`src/rtl/fetch_pc_gen.sv`:
```
// fetch_pc_gen: fetch PC register driven by the next-PC select code, with I-cache handshake and mispredict squash sequencing.
module fetch_pc_gen #(
    parameter int              PC_W       = 16,
    parameter int              FETCH_INC  = 4,
    parameter logic [PC_W-1:0] RESET_PC   = '0,
    parameter int              SQUASH_CYC = 1,
    parameter int              EPOCH_W    = 3
) (
    input  logic               clk,
    input  logic               rst_n,
    input  logic [2:0]         PC_select,
    input  logic [PC_W-1:0]    br_tgt_hi,
    input  logic [PC_W-1:0]    br_tgt_lo,
    input  logic [PC_W-1:0]    jump_tgt,
    input  logic [PC_W-1:0]    recovery_pc,
    input  logic [PC_W-1:0]    bhndlr_pc,
    input  logic               icache_ready,
    output logic [PC_W-1:0]    pc,
    output logic               pc_valid,
    output logic               fetch_fire,
    output logic [EPOCH_W-1:0] fetch_epoch,
    output logic               squash,
    output logic [15:0]        redirect_cnt
);
    typedef enum logic [1:0] {IDLE, RUN, SQUASH} state_t;
    localparam logic [PC_W-1:0] INC = PC_W'(FETCH_INC);
    localparam logic [2:0]      SQ  = 3'(SQUASH_CYC);
    state_t              state_q, state_d;
    logic [PC_W-1:0]     pc_q, pc_d, sel_tgt;
    logic                pc_valid_q, pc_valid_d, squash_q, squash_d;
    logic [EPOCH_W-1:0]  epoch_q, epoch_d;
    logic [15:0]         redirect_cnt_q, redirect_cnt_d;
    logic [2:0]          sq_cnt_q, sq_cnt_d;
    assign fetch_fire = pc_valid_q && icache_ready && (PC_select inside {3'd0, 3'd1, 3'd2, 3'd4, 3'd5});
    assign sel_tgt = PC_select == 3'd0 ? br_tgt_hi :
                     PC_select == 3'd1 ? br_tgt_lo :
                     PC_select == 3'd2 ? jump_tgt  :
                     PC_select == 3'd4 ? bhndlr_pc : pc_q + INC;
    always_comb begin
        state_d        = state_q;
        pc_d           = pc_q;
        pc_valid_d     = pc_valid_q;
        squash_d       = squash_q;
        epoch_d        = epoch_q;
        redirect_cnt_d = redirect_cnt_q;
        sq_cnt_d       = sq_cnt_q;
        if (state_q == IDLE) begin
            pc_d = RESET_PC;
            if (PC_select != 3'd7) begin
                state_d    = RUN;
                pc_valid_d = 1'b1;
            end
        end else if (PC_select == 3'd7) begin
            state_d    = IDLE;
            pc_d       = RESET_PC;
            pc_valid_d = 1'b0;
            squash_d   = 1'b0;
            sq_cnt_d   = '0;
        end else if (PC_select == 3'd3) begin
            // Recovery always wins over backpressure and restarts any squash in progress.
            state_d        = SQUASH;
            pc_d           = recovery_pc;
            pc_valid_d     = 1'b0;
            squash_d       = 1'b1;
            epoch_d        = epoch_q + EPOCH_W'(1);
            redirect_cnt_d = &redirect_cnt_q ? redirect_cnt_q : redirect_cnt_q + 16'd1;
            sq_cnt_d       = SQ;
        end else if (state_q == SQUASH) begin
            sq_cnt_d = sq_cnt_q - 3'd1;
            if (sq_cnt_q == 3'd1) begin
                state_d    = RUN;
                pc_valid_d = 1'b1;
                squash_d   = 1'b0;
            end
        end else if (fetch_fire) begin
            pc_d = sel_tgt;
        end
    end
    always_ff @(posedge clk) begin
        if (!rst_n) begin
            state_q        <= IDLE;
            pc_q           <= RESET_PC;
            pc_valid_q     <= 1'b0;
            squash_q       <= 1'b0;
            epoch_q        <= '0;
            redirect_cnt_q <= '0;
            sq_cnt_q       <= '0;
        end else begin
            state_q        <= state_d;
            pc_q           <= pc_d;
            pc_valid_q     <= pc_valid_d;
            squash_q       <= squash_d;
            epoch_q        <= epoch_d;
            redirect_cnt_q <= redirect_cnt_d;
            sq_cnt_q       <= sq_cnt_d;
        end
    end
    assign pc           = pc_q;
    assign pc_valid     = pc_valid_q;
    assign fetch_epoch  = epoch_q;
    assign squash       = squash_q;
    assign redirect_cnt = redirect_cnt_q;
endmodule

```
`config.mk`:
```
export PLATFORM = sky130hd
export DESIGN_NAME = fetch_pc_gen
export DESIGN_NICKNAME = d
export VERILOG_FILES = /design/src/rtl/fetch_pc_gen.sv
export SDC_FILE = /design/constraint.sdc
export NUM_CORES = 1
export LEC_CHECK = 0
export BUFFER_PORTS_ARGS = -buffer_cell sky130_fd_sc_hd__buf_2
export CORE_UTILIZATION = 41
export DETAILED_ROUTE_END_ITERATION = 16
export GPL_TIMING_DRIVEN = 0
export PLACE_DENSITY = 0.69
export SLEW_MARGIN = 20
export SYNTH_ARGS = -nofsm -noshare
export SYNTH_HDL_FRONTEND = slang
export SYNTH_SLANG_ARGS = --single-unit
```
`constraint.sdc`:
```
create_clock -name clk -period 2.35 [get_ports clk]
set_clock_uncertainty 0.1 [all_clocks]
set_input_delay 0.47 -clock clk [delete_from_list [all_inputs] [get_ports clk]]
set_output_delay 0.47 -clock clk [all_outputs]
set_load 0.005 [all_outputs]
```
==> results of run 1 <==
==> path summary, 6_finish.rpt <==
path / from / slack, ns / cells past startpoint / to
worst max-delay path: state_q[0] / 0.15 / 5 / fetch_fire
worst min-delay path: recovery_pc[6] / 0.36 / 3 / pc[6]
worst max register to register: redirect_cnt[0] / 0.29 / 7 / redirect_cnt[0]
worst min register to register: fetch_epoch[1] / 0.39 / 2 / fetch_epoch[1]
==> cell usage after synthesis, types with 4 or more instances <==
| cell | count |
|---|---|
| a221oi_1 | 4 |
| xor2_1 | 6 |
| o21ai_0 | 36 |
| nor2b_1 | 5 |
| dfxtp_1 | 41 |
| nand2_1 | 34 |
| and4_1 | 4 |
| mux2i_1 | 11 |
| or3_1 | 7 |
| o21ai_1 | 10 |
| nor3_1 | 12 |
| and2_1 | 4 |
| a21oi_1 | 33 |
| a211oi_1 | 4 |
| clkbuf_1 | 7 |
| buf_2 | 16 |
| nand2b_1 | 7 |
| o211ai_1 | 5 |
| inv_1 | 13 |
| nand4_1 | 7 |
| xnor2_1 | 11 |
| a31oi_1 | 8 |
| nand3_1 | 12 |
| and3_1 | 10 |
| ha_1 | 5 |
| a22oi_1 | 4 |
| nor2_1 | 35 |
| o22ai_1 | 7 |
==> layout by cell type (no fill, tap or decap), drive strengths merged, types with 4 or more instances in the layout <==
| master | Yosys | routed |
|---|---|---|
| a211oi | 4 | 4 |
| mux2i | 11 | 11 |
| ha | 5 | 5 |
| nand4 | 9 | 9 |
| nand3 | 12 | 12 |
| a221oi | 4 | 4 |
| nand2 | 34 | 34 |
| buf | 20 | 142 |
| nor2b | 5 | 5 |
| or3 | 8 | 8 |
| nor2 | 37 | 37 |
| xor2 | 6 | 6 |
| xnor2 | 11 | 11 |
| nor3 | 14 | 14 |
| a22oi | 4 | 4 |
| and4 | 4 | 4 |
| dfxtp | 41 | 41 |
| and3 | 11 | 11 |
| clkbuf | 7 | 13 |
| inv | 14 | 14 |
| a31oi | 8 | 8 |
| a21oi | 34 | 34 |
| and2 | 4 | 4 |
| o211ai | 5 | 5 |
| o22ai | 7 | 7 |
| o21ai | 47 | 47 |
| nand2b | 7 | 7 |
==> flip-flops by register name (all words and copies together) (netlist names) <==
| signal | count |
|---|---|
| fetch_epoch | 3 |
| redirect_cnt | 16 |
| state_q | 2 |
| sq_cnt_q | 3 |
| squash | 1 |
| pc | 16 |
==> routing by layer <==
metal / global-route usage (%) / vias up / wire length [um]
li1: - / 1812 / -
met1: 36.7 / 1797 / 4860
met2: 45.6 / 242 / 5140
met3: 4.99 / 36 / 1090
met4: 10.4 / 0 / 327
met5: 0 / - / 0
==> cells by family (layout without fill, tap and decap cells) <==
| kind of cell | count (synthesis) | in the layout | share of synthesized area (%) |
|---|---|---|---|
| fa+ha+maj | 5 | 5 | 1.98 |
| mux | 14 | 14 | 4.92 |
| compound gates | 143 | 143 | 29.2 |
| buf+inv | 43 | 173 | 6.50 |
| xor+xnor | 17 | 17 | 4.72 |
| simple gates | 157 | 157 | 26.7 |
| flops | 41 | 41 | 26.0 |
==> metrics by stage <==
step                power (mW)  hold slack, ns
floorplan                0.975           0.368
global placement          1.14           0.369
detailed placement        1.15           0.379
CTS                       1.66           0.356
global route              1.73           0.367
finish                    1.67           0.365
==> worst max-delay path, cell delays in order (launching register included) <==
cell and delay (ns):
dfxtp_1 0.40, and2_1 0.15, buf_2 0.23, nand2_1 0.13, inv_2 0.24, buf_2 0.17
==> where the power goes <==
group	leakage, nW	internal, mW	switching (mW)
sequential	0.332	0.711	0.0212
clock	0.0512	0.239	0.287
combinational	1.37	0.172	0.238
==> final cells by class <==
type	count	area (um^2)	area share [%]
flip-flops and latches	41	821	20.6
plain buffers	28	149	3.74
clock buffers	6	82.6	2.07
multi-input cells	336	2130	53.4
clock inverters	2	13.8	0.345
well taps	99	124	3.11
inverters	15	56.3	1.41
repair buffers	122	611	15.3
==> metrics.txt, run 1 <==
Core Rows=31; ant diodes=0; GRT Total Usage=between 20 and 30%; RSZ-0062 raised after global routing=false; post-CTS setup buffer count=0; Synth Cell Area=around 3200 um^2; Max-Cap Viols=0; Worst Hold Class=in2reg; synth top area cells=dfxtp_1 (26%), o21ai_0 (5.7%), a21oi_1 (5.2%); H-tree levels=2; Final Hold Fails=0; worst skew pair latency=0.31 ns; CP startpoint kind=flip-flop; Tcrit/Tclk final=between 90% and 100%; outcome=finished, final reports clean; critical path endpoint category=output pin; initial antenna violation count=0; CP required=about 1.8 ns; top-area cell type share of the netlist area=26.0%; clock buffer depth=2; ys flop type=dfxtp_1; DP Area=3890 um^2; Lkg Pwr=between 1.5 and 2 nW; Util after Layout=54.4%; Pre-antenna DRT Iters=6; I/O Pins=124; routability cong.=around 0.96; worst-path fanout max=10; worst setup margin=0.147 ns; DRC violations left=0; clk slew on worst S/H paths=approximately 0.09 ns; PostCTS Resize Cnt=0; I/O Buffers=~120; Setup TNS Final=0 ns; DR vias/cell=around 6; pre-CTS setup slack=approximately 0.16 ns; Mapped Nets=511; DPL Wire Length=8510 um; Yosys top cell by area=dfxtp_1; drt total wl=between 10000 and 15000 um; Max Slew Vio Count=0; WL per Instance=17.6 um; Syn Area/Cell=about 7.5 um^2; number of synthesized flops with an enable pin=0; core area=between 7000 and 8000 um^2; maximum operating frequency=approximately 450 MHz; min Tclk post-route=2.20 ns; Worst IR Drop VDD=between 0.0002 and 0.00025 V; GRT overflow=0; layout cells sized above 1=just over 30%; Initial Util=a little over two fifths; vias in the first global route=around 3600; final setup fails=0; synth warn=0; post-synthesis sequential area ratio=a little over a quarter; number of distinct library cells after synthesis=~70; Initial DRC Count=376; clk root buf=clkbuf_8; Post-DRT Antenna Nets=0; final non-filler cell total=649; Die Footprint=roughly 8100 um^2; maximum number of pins on one net before global-route repair=14; Rel. slew slack=47.0%; design area=3990 um^2; Async SR Flop Fraction=0%; CTS tree=done; Die Width=~90 um; Mapped Cells=420; Die Span Y=89.7 um; Filler cells=741; via count=just under 4000; Worst Path Class, Setup=reg2out; Num Clock Sinks=41; first-pass GRT wire length=about 18000 um; #FFs+latches synth=a little over 40; PwrDens=418 nW/um^2; fin nets=640; area overhead of the layout relative to synthesis=26.3%; Slew @ Worst Pin=0.790 ns; hold_buf cts=0; critical path arrival=1.63 ns; CTS Buf Count=5; placed insts=approximately 640
(Power assumes the default switching activity.)
==> run 2, diff against run 1 <==
--- a/config.mk
+++ b/config.mk
@@ -6,10 +6,13 @@
 export NUM_CORES = 1
 export LEC_CHECK = 0
 export BUFFER_PORTS_ARGS = -buffer_cell sky130_fd_sc_hd__buf_2
-export CORE_UTILIZATION = 41
+export CELL_PAD_IN_SITES_DETAIL_PLACEMENT = 0
+export CELL_PAD_IN_SITES_GLOBAL_PLACEMENT = 1
+export CORE_UTILIZATION = 35
+export CTS_CLUSTER_DIAMETER = 100
 export DETAILED_ROUTE_END_ITERATION = 16
 export GPL_TIMING_DRIVEN = 0
-export PLACE_DENSITY = 0.69
+export PLACE_DENSITY_LB_ADDON = 0.1
 export SLEW_MARGIN = 20
 export SYNTH_ARGS = -nofsm -noshare
 export SYNTH_HDL_FRONTEND = slang
==> run 2 against run 1 <==
Against the previous run:
- via count is 4.3% lower
- count of clock-buffer cells in the layout is 1 lower
- sequential share of layout area is 0.11 points lower
- sequential power hardly changed
- flip-flop and latch count stayed put
- non-clock buffer count stayed put
- hold slack better by 0.0077 ns
- largest cell class unchanged
- largest power group unchanged
==> metrics.txt, run 2 (same netlist as run 1, synthesis figures left out) <==
Die Width=97.0 um (+8.0%); most frequent cells in the layout=buf_2 (138), dfxtp_1 (41), o21ai_0 (36); hold_buf cts=0 (unchanged); min Tclk post-route=2.12 ns (-0.0835 ns); most common cell after layout, fill and taps aside=buf_2; critical path arrival=2.19 ns (+0.56 ns); worst skew pair latency=0.30 ns (about the same); Buf/Inv on CP=1 (-2); routability cong.=0.866 (-10%); final setup fails=0 (unchanged); WL per Instance=18.3 um (+4.1%); final non-filler cell total=658 (+1.4%); GRT overflow=0 (unchanged); Num Clock Sinks=41 (unchanged); Pre-antenna DRT Iters=5 (-1); GRT Total Usage=25.2% (-2.7 points); clock buffer depth=2 (unchanged); PwrDens=427 nW/um^2 (+2.1%); CP max-delay cell=dfxtp_1; Rel. slew slack=45.9% (-1.1 points); layout cells sized above 1=30.2% (-0.13 points); DP Area=3900 um^2 (+0.29%); vias in the first global route=3527 (-2.2%); Worst Hold Class=in2reg; I/O Buffers=122 (unchanged); maximum operating frequency=472 MHz (+3.9%); Max-Cap Viols=0 (unchanged); clk slew on worst S/H paths=0.09 ns (about the same); I/O Pins=124 (unchanged); CP startpoint kind=flip-flop; worst-path fanout max=9 (-1); critical path endpoint category=flip-flop; worst setup margin=0.230 ns (+0.0835 ns); Worst IR Drop VDD=0.000234 V (+3.8%); clk root buf=clkbuf_8; Lkg Pwr=1.75 nW (+0.16%); CTS Buf Count=5 (unchanged); maximum number of pins on one net before global-route repair=13 (-1); worst hold margin=0.373 ns (+0.00772 ns); placed insts=650 (+1.4%); fin nets=640 (unchanged); DR vias/cell=5.65 (-5.6%); initial antenna violation count=1 (+1); Post-DRT Antenna Nets=0 (unchanged); H-tree levels=2 (unchanged); worst path cell trace=ha_1, nand4_1, or3_1, buf_6, o21ai_4, xor2_1, nor2_1; post-CTS setup buffer count=0 (unchanged); Die Footprint=9400 um^2 (+17%); PostCTS Resize Cnt=0 (unchanged); DRC violations left=0 (unchanged); Initial Util=36.2% (-6.9 points); RSZ-0062 raised after global routing=false; outcome=finished, final reports clean; DPL Wire Length=8980 um (+5.4%); pre-CTS setup slack=0.0935 ns (-0.0673 ns); family with the most delay on the worst path=simple AND/OR/NAND/NOR gates; first-pass GRT wire length=18700 um (+3.2%); CP peak stage delay=0.39 ns (about the same); Core Rows=34 (+9.7%); Final Hold Fails=0 (unchanged); Initial DRC Count=295 (-22%); Slew @ Worst Pin=0.807 ns (+0.0169 ns); Die Span Y=97.0 um (+8.0%); CP required=2.42 ns (+0.64 ns); core area=8720 um^2 (+19%); via count=3720 (-4.3%); CTS tree=done; Setup TNS Final=0 ns (unchanged); Worst Path Class, Setup=reg2reg; Tcrit/Tclk final=90.2% (-3.6 points); drt total wl=12100 um (+5.6%); area overhead of the layout relative to synthesis=27.0%; Max Slew Vio Count=0 (unchanged); design area=4010 um^2 (+0.53%)
run 2: path summary, 6_finish.rpt:
path,slack (ns),depth (start not counted),from,end
hold reg to reg,0.38,2,fetch_epoch[1],fetch_epoch[1]
setup reg to reg,0.23,7,redirect_cnt[0],redirect_cnt[0]
hold / removal,0.37,3,recovery_pc[9],pc[9]
setup / recovery,0.23,7,redirect_cnt[0],redirect_cnt[0]
run 2: metal layers:
metal / vias up / part of all wire, % / GRT usage [%]
met5: - / 0 / 0
met2: 167 / 43 / 36.2
li1: 1803 / - / -
met3: 15 / 8.1 / 5.20
met4: 0 / 1.4 / 7.00
met1: 1735 / 48 / 37.8
run 2: cell type report:
cell class,instances,area [um^2]
fill,895,4710
multi-input combinational,336,2130
sequential,41,821
tap,108,135
inverter,15,56.3
antenna,1,2.50
clock buffer,5,68.8
timing repair buffer,122,611
clock inverter,2,35.0
buffer,28,149
run 2: report_power, final:
group,leakage [nW],switching (mW),total (mW),internal [mW]
clock,0.0540,0.259,0.568,0.309
combinational,1.37,0.242,0.414,0.172
sequential,0.332,0.0196,0.730,0.711
run 2: metrics by stage:
stage          util (%)  power (mW)
5_1_grt            46.0        1.80
4_1_cts            45.9        1.72
6_report           46.0        1.71
3_3_place_gp       44.7        1.15
2_1_floorplan         -       0.975
3_5_place_dp       44.7        1.15
run 2: worst register-to-register path: stages, from the launching register on:
cell	delay, ns
dfxtp_1	0.39
ha_1	0.31
nand4_1	0.21
or3_1	0.37
buf_6	0.15
o21ai_4	0.26
xor2_1	0.17
nor2_1	0.05
